`src/rtl/spi_master_if.sv`:
```
// Host command/read-back handshake plus the four-wire SPI pins of spi_master.
// The master modport is the controller's view; slave is the host/peripheral side.
interface spi_master_if;
    logic       cmd_valid;
    logic       cmd_ready;
    logic [1:0] cmd_op;
    logic [7:0] cmd_data;
    logic       rd_valid;
    logic [7:0] rd_data;
    logic       busy;
    logic       SS_n;
    logic       MOSI;
    logic       MISO;

    modport master (
        input  cmd_valid, cmd_op, cmd_data, MISO,
        output cmd_ready, rd_valid, rd_data, busy, SS_n, MOSI
    );

    modport slave (
        output cmd_valid, cmd_op, cmd_data, MISO,
        input  cmd_ready, rd_valid, rd_data, busy, SS_n, MOSI
    );
endinterface

```
`src/rtl/spi_master.sv`:
```
// Single-clock SPI master: serialises an 11-bit command frame after a lead cycle,
// optionally turns around and receives one byte, then holds SS_n high for GAP cycles.
module spi_master #(
    parameter int unsigned RD_LAT = 1,
    parameter int unsigned GAP    = 2
) (
    input  logic          clk,
    input  logic          rst,
    spi_master_if.master  bus
);

    localparam int unsigned CNT_W = 4;
    localparam logic [CNT_W-1:0] SHIFT_LAST = CNT_W'(10);
    localparam logic [CNT_W-1:0] RECV_LAST  = CNT_W'(7);
    localparam logic [CNT_W-1:0] TURN_LAST  = CNT_W'(RD_LAT - 1);
    localparam logic [CNT_W-1:0] GAP_LAST   = CNT_W'(GAP - 1);

    typedef enum logic [2:0] {IDLE, LEAD, SHIFT, TURN, RECV, GAP_ST} state_t;

    state_t           state_q, state_d;
    logic [CNT_W-1:0] cnt_q, cnt_d;
    logic [1:0]       op_q;
    logic [7:0]       data_q;
    logic             ss_n_q, ss_n_d;
    logic             mosi_q, mosi_d;
    logic             rd_valid_q, rd_valid_d;
    logic [7:0]       rx_sr_q;
    logic [7:0]       rd_data_q;
    logic [10:0]      frame;
    logic             cmd_ready_c;
    logic             accept;

    // Handshake is combinational so a request can be taken on the first edge out of reset.
    assign cmd_ready_c = (state_q == IDLE) & ~rst;
    assign accept      = bus.cmd_valid & cmd_ready_c;
    assign frame       = {op_q[1], op_q, data_q};

    assign bus.cmd_ready = cmd_ready_c;
    assign bus.busy      = (state_q != IDLE) & ~rst;
    assign bus.SS_n      = ss_n_q;
    assign bus.MOSI      = mosi_q;
    assign bus.rd_valid  = rd_valid_q;
    assign bus.rd_data   = rd_data_q;

    // State, counter and pin registers; pins are decoded from the next state.
    always_ff @(posedge clk) begin
        if (rst) begin
            state_q    <= IDLE;
            cnt_q      <= '0;
            ss_n_q     <= 1'b1;
            mosi_q     <= 1'b0;
            rd_valid_q <= 1'b0;
        end else begin
            state_q    <= state_d;
            cnt_q      <= cnt_d;
            ss_n_q     <= ss_n_d;
            mosi_q     <= mosi_d;
            rd_valid_q <= rd_valid_d;
        end
    end

    // Next-state, per-state cycle counter and registered pin values.
    always_comb begin
        state_d    = state_q;
        cnt_d      = cnt_q + CNT_W'(1);
        rd_valid_d = 1'b0;
        case (state_q)
            IDLE: begin
                cnt_d = '0;
                if (accept) state_d = LEAD;
            end
            LEAD: begin
                cnt_d   = '0;
                state_d = SHIFT;
            end
            SHIFT: begin
                if (cnt_q == SHIFT_LAST) begin
                    cnt_d = '0;
                    if (op_q != 2'b11)    state_d = GAP_ST;
                    else if (RD_LAT == 0) state_d = RECV;
                    else                  state_d = TURN;
                end
            end
            TURN: begin
                if (cnt_q == TURN_LAST) begin
                    cnt_d   = '0;
                    state_d = RECV;
                end
            end
            RECV: begin
                if (cnt_q == RECV_LAST) begin
                    cnt_d      = '0;
                    state_d    = GAP_ST;
                    rd_valid_d = 1'b1;
                end
            end
            GAP_ST: begin
                if (cnt_q == GAP_LAST) begin
                    cnt_d   = '0;
                    state_d = IDLE;
                end
            end
            default: begin
                cnt_d   = '0;
                state_d = IDLE;
            end
        endcase
        ss_n_d = !(state_d inside {LEAD, SHIFT, TURN, RECV});
        mosi_d = (state_d == SHIFT) ? frame[SHIFT_LAST - cnt_d] : 1'b0;
    end

    // Command capture and MSB-first receive shifter.
    always_ff @(posedge clk) begin
        if (rst) begin
            op_q      <= 2'b00;
            data_q    <= 8'h00;
            rx_sr_q   <= 8'h00;
            rd_data_q <= 8'h00;
        end else begin
            if (accept) begin
                op_q   <= bus.cmd_op;
                data_q <= bus.cmd_data;
            end
            if (state_q == RECV) rx_sr_q   <= {rx_sr_q[6:0], bus.MISO};
            if (rd_valid_d)      rd_data_q <= {rx_sr_q[6:0], bus.MISO};
        end
    end

endmodule

```
`src/flat_wrapper.sv`:
```
// flat-port wrapper written by rule: the top's interface ports become plain ports
module spi_master_flat 
#(
    parameter int unsigned RD_LAT = 1,
    parameter int unsigned GAP    = 2
)
  (clk, rst, bus_cmd_valid, bus_cmd_op, bus_cmd_data, bus_MISO, bus_cmd_ready, bus_rd_valid, bus_rd_data, bus_busy, bus_SS_n, bus_MOSI);
  spi_master_if bus_i ();
  input  logic clk;
  input  logic rst;
  input wire logic [$bits(bus_i.cmd_valid)-1:0] bus_cmd_valid;
  input wire logic [$bits(bus_i.cmd_op)-1:0] bus_cmd_op;
  input wire logic [$bits(bus_i.cmd_data)-1:0] bus_cmd_data;
  input wire logic [$bits(bus_i.MISO)-1:0] bus_MISO;
  output wire logic [$bits(bus_i.cmd_ready)-1:0] bus_cmd_ready;
  output wire logic [$bits(bus_i.rd_valid)-1:0] bus_rd_valid;
  output wire logic [$bits(bus_i.rd_data)-1:0] bus_rd_data;
  output wire logic [$bits(bus_i.busy)-1:0] bus_busy;
  output wire logic [$bits(bus_i.SS_n)-1:0] bus_SS_n;
  output wire logic [$bits(bus_i.MOSI)-1:0] bus_MOSI;
  assign bus_i.cmd_valid = bus_cmd_valid;
  assign bus_i.cmd_op = bus_cmd_op;
  assign bus_i.cmd_data = bus_cmd_data;
  assign bus_i.MISO = bus_MISO;
  assign bus_cmd_ready = bus_i.cmd_ready;
  assign bus_rd_valid = bus_i.rd_valid;
  assign bus_rd_data = bus_i.rd_data;
  assign bus_busy = bus_i.busy;
  assign bus_SS_n = bus_i.SS_n;
  assign bus_MOSI = bus_i.MOSI;
  spi_master #(.RD_LAT(RD_LAT), .GAP(GAP)) u_core (.clk(clk), .rst(rst), .bus(bus_i));
endmodule
```
`config.mk`:
```
export PLATFORM = sky130hd
export DESIGN_NAME = spi_master_flat
export DESIGN_NICKNAME = d
export VERILOG_FILES = /design/src/rtl/spi_master_if.sv /design/src/rtl/spi_master.sv /design/src/flat_wrapper.sv
export SDC_FILE = /design/constraint.sdc
export NUM_CORES = 1
export LEC_CHECK = 0
export CAP_MARGIN = 20
export CORE_MARGIN = 5
export CORE_UTILIZATION = 48
export CTS_CLUSTER_DIAMETER = 40
export DETAILED_ROUTE_END_ITERATION = 7
export PLACE_DENSITY = 0.72
export SYNTH_ARGS = -nofsm -noshare
export SYNTH_HDL_FRONTEND = slang
export SYNTH_SLANG_ARGS = --single-unit
```
`constraint.sdc`:
```
create_clock -name clk -period 5.3 [get_ports clk]
set_clock_uncertainty 0.1 [all_clocks]
set_input_delay 1.06 -clock clk [delete_from_list [all_inputs] [get_ports clk]]
set_output_delay 1.06 -clock clk [all_outputs]
set_load 0.03 [all_outputs]
```
Yosys cells after proc, flatten, opt, wreduce, memory -nomap -nowiden

Cells that the tools add are included.

Add/sub/neg operators: 2
$lt $le $gt $ge: 1
Equality and inequality tests: 13
Muxes and demuxes: 16
Bitwise operators: 5
Reductions and logical operators: 6

Operator list:

| cell                                               | count |
|---|---|
| two-way mux 3 bit                                  | 6 |
| case mux 3 bit (6 select lines)                    | 1 |
| two-way mux 4 bit                                  | 4 |
| case mux 4 bit (4 select lines)                    | 1 |
| == test 3 x 2 -> 1 bit, second input constant      | 4 |
| == test 3 bit, second input constant               | 3 |
| == test 3 x 1 -> 1 bit, second input constant      | 2 |
| < comparator 4 x 5 -> 1 bit, second input constant | 1 |
| adder 4 x 1 -> 4 bit, second input constant        | 1 |
| binary-select mux 1 bit (select 4 bit)             | 1 |
| == test 4 x 1 -> 1 bit, second input constant      | 1 |
| == test 4 x 3 -> 1 bit, second input constant      | 1 |
| == test 4 bit, second input constant               | 1 |
| logical NOT 4 bit                                  | 1 |
| nonzero test 4 bit                                 | 1 |
| subtractor 4 bit, first input constant             | 1 |
| AND 1 bit                                          | 3 |
| logical NOT 3 bit                                  | 1 |
| two-way mux 1 bit                                  | 3 |
| nonzero test 3 bit                                 | 1 |
| != test 2 bit, second input constant               | 1 |
| NOT 1 bit                                          | 2 |
| OR reduction 2 bit                                 | 1 |
| logical NOT 1 bit                                  | 1 |

Register bits after elaboration: 35
Input port bits: 14
Output and inout port bits: 13
Word-level logic and storage cells: 52

Depth between registers and ports, before layout

Depth in word-level cells: 8
Depth in mapped cells: 13
Depth with buffers taken out: 13

Worst setup path before layout

OpenSTA, ideal clock, no wires.

Path type: input to output
Start point: in rst
End point: out bus_cmd_ready
Data arrival time: 2.157 ns
Required time: 4.140 ns
Setup slack: 1.983 ns
Stages on the path: 2
Path buffers: 1
Path through: clkbuf_1 > nor4_1

Longest elaborated chain between the ends: 2

RTL lines:

| what            | line               | source |
|---|---|---|
| start, declared | flat_wrapper.sv:10 | `input logic rst;` |
| NOT 1 bit       | spi_master.sv:34   | `assign cmd_ready_c = (state_q == IDLE) & ~rst;` |
| AND 1 bit       | spi_master.sv:34   |  |
| end, declared   | flat_wrapper.sv:15 | `output wire logic [$bits(bus_i.cmd_ready)-1:0] bus_cmd_ready;` |

Every way passes these cells.

Final worst setup path

Start point: in rst
End point: out bus_busy

Longest elaborated chain between the ends: 2

RTL lines:

| what          | line               | source |
|---|---|---|
| NOT 1 bit     | spi_master.sv:39   | `assign bus.busy = (state_q != IDLE) & ~rst;` |
| AND 1 bit     | spi_master.sv:39   |  |
| end, declared | flat_wrapper.sv:18 | `output wire logic [$bits(bus_i.busy)-1:0] bus_busy;` |

Every way passes these cells.

==> flow_summary.ini <==
[outcome]
status = finished clean

[setup_path]
endpoint_kind = output port
cp_top_family = buffers and inverters
reg2reg_slack_ns = 2.07
path_cells = clkdlybuf4s50_1 -> buf_4 -> nor2_1 -> clkdlybuf4s50_1
path_buf_inv = 3
critPathLaunchType = input pin
crit_fanout = 36
crit_arrival_ns = 2.59
critical_path_class = in2out
cp.required_ns = 4.14
critPathMostFrequentCell = clkdlybuf4s50_1
cp_slowest_cell = clkdlybuf4s50_1
cpPeakStageDelay_ns = 0.60

[logic_synthesis]
async_flop_share_pct = 0
syn_inst = 208
ys_seq_elements = 35
yosysWarnings = 0
synthFlopType = dfxtp_1
syn_area_per_cell_um2 = 8.62
synth.distinct_cells = 46
seq_area_frac_synth_pct = 39.1
syn_area_um2 = 1790
synth-edff-count = 0
syn_nets = 227

[detailed_routing]
detail-route-antenna-nets = 0
drc = 0
vias = 1526
avgViaCountPerCell = 5.43
wirelength_mm = 3.57
dr.pass1.iters = 4
dr.first_iter.drc_count = 85
wl_per_cell_um = 12.7

[pwr]
total_leakage_power_nw = 0.759
power_density_nw_per_um2 = 239
total_power_mw = 0.515
ir_worst_vdd_mv = 0.179

[final_layout]
fillers = 351
area_delta_synth_final_pct = 20.3
nets = 251
fin_cells = 281
diodes = 0
final_layout_size_suffix_gt1_share_pct = 10.3
fin_area_um2 = 2160

[timing]
min_period_ns = 3.75
post-route-period-util_pct = 70.8
timing.fmax_ghz = 0.266
max_slew_margin_pct = 57.0
fin_setup_tns_ns = 0
setup_viol_count_final = 0
rsz0062_at_grt = false
worst_pin_slew_ns = 0.640
drv_slew = 0
hold_viol_final = 0

[floorplanning]
rows = 22
core_um2 = 3630
die_h_um = 71.1
dieArea_um2 = 5060
die_x_um = 71.1
num_io_pins = 27
start_util_pct = 49.3

[global_route]
grt_pass1_wl_mm = 5.84
antenna_found_initial = 0
grtUsageTotal_pct = 14.5
overflow = 0
grt_start_max_net_pins = 37
grt_pass1_vias = 1357

[clocking]
cts_resized = 0
htree_levels = 2
clock-root-buffer = clkbuf_8
cts.sinks = 35
post-cts-setup-buffers = 0
clkLatencyLatePin_ns = 0.29
clk_pin_slew_ns = 0.07
cts_tree = built
cts_made_buffers = 5
cts_hold_repair.buffers = 0
cts_max_path_buffers = 2

[run]
maxCapViolations = 0

[placement]
dp_hpwl_mm = 2.58
placed_area_um2 = 2070
place_congestion = 0.818
post-place-cells = 273
portBuffers = 26

[min_path]
hold_class = reg2reg
-- cell families (layout without fill, tap and decap cells) --
group           Yosys count  in the layout  share of synthesized area, %
simple gates             99             99                          29.2
compound gates           39             39                          16.2
flops                    35             35                          39.1
buf+inv                  15             40                          3.98
mux                      10             10                          5.65
fa+ha+maj                 5              5                          3.49
xor+xnor                  5              5                          2.44
-- routing by layer --
| metal | vias up | part of all wire [%] | wire, um | track usage [%] |
|---|---|---|---|---|
| met5 | - | 0 | 0 | 0 |
| li1 | 771 | - | - | - |
| met2 | 35 | 47 | 1670 | 23.4 |
| met1 | 712 | 45 | 1620 | 17.7 |
| met3 | 8 | 5.9 | 209 | 5.11 |
| met4 | 0 | 1.9 | 68 | 5.64 |
-- power by group --
group          leakage (nW)  internal, mW  total [mW]  switching, mW
Clock                0.0412        0.0917       0.187         0.0954
Combinational         0.433        0.0242      0.0489         0.0247
Sequential            0.284         0.271       0.279        0.00759
-- placed cells by master (no fill, tap or decap), types with 4 or more instances in the layout --
cell type,count
a21oi_1,8
clkbuf_8,5
clkdlybuf4s50_1,26
dfxtp_1,35
ha_1,5
inv_1,4
mux2i_1,9
nand2_1,32
nand2b_1,11
nand3_1,8
nor2_1,20
nor3_1,5
o21ai_0,18
-- Yosys cell counts (2+ instances only) --
| cell | n | area share [%] |
|---|---|---|
| a21oi_1 | 8 | 2.2 |
| mux2i_1 | 9 | 5.0 |
| nor2_1 | 20 | 4.2 |
| ha_1 | 5 | 3.5 |
| buf_2 | 3 | 0.84 |
| nand2b_1 | 11 | 3.8 |
| xnor2_1 | 3 | 1.5 |
| nand2_1 | 32 | 6.7 |
| nor3b_2 | 3 | 2.1 |
| nor4_1 | 3 | 1.0 |
| nand3_1 | 8 | 2.2 |
| and2_1 | 2 | 0.70 |
| nor3_1 | 5 | 1.4 |
| o21ai_0 | 18 | 5.0 |
| clkbuf_1 | 6 | 1.3 |
| inv_1 | 4 | 0.84 |
| dfxtp_1 | 35 | 39 |
| o32ai_4 | 2 | 3.1 |
| nand4_1 | 3 | 1.0 |
| xor2_1 | 2 | 0.98 |
-- worst reg2reg max path, delay by kind of cell (launching register included) --
kind / cells / cell delay (ns)
compound gates: 4 / 0.74
simple gates: 5 / 1.30
flops: 1 / 0.37
buf+inv: 2 / 0.21
fa+ha+maj: 2 / 0.40
-- final cells by class --
type	count	area [um2]	area share (%)
multi-input combinational	158	1020	47.3
timing repair buffer	28	275	12.8
inverter	4	15.0	0.696
clock inverter	2	12.5	0.580
tap	48	60.1	2.78
clock buffer	6	72.6	3.36
sequential	35	701	32.5
-- stage by stage --
step,setup WS [ns],util (%),hold WS (ns)
global placement,1.54,57.0,0.348
finish,1.55,59.4,0.360
floorplan,1.98,-,0.336
detailed placement,1.55,57.0,0.351
CTS,1.54,59.4,0.362
global route,1.46,59.4,0.391
-- flip-flops by register name, indices dropped and copies added, names as in the netlist --
register             count
u_core.bus.rd_data       8
u_core.data_q            8
u_core.rx_sr_q           7
u_core.cnt_q             4
u_core.state_q           3
u_core.op_q              2
u_core.bus.MOSI          1
u_core.bus.SS_n          1
u_core.bus.rd_valid      1
-- final timing paths --
path | startpoint | to | cells after the start
max | rst | bus_busy | 4
min | u_core.rx_sr_q[6] | u_core.rx_sr_q[6] | 2
max reg2reg | u_core.cnt_q[0] | u_core.bus.MOSI | 13
min reg2reg | u_core.rx_sr_q[6] | u_core.rx_sr_q[6] | 2
Power figures use the tool's default switching activity.
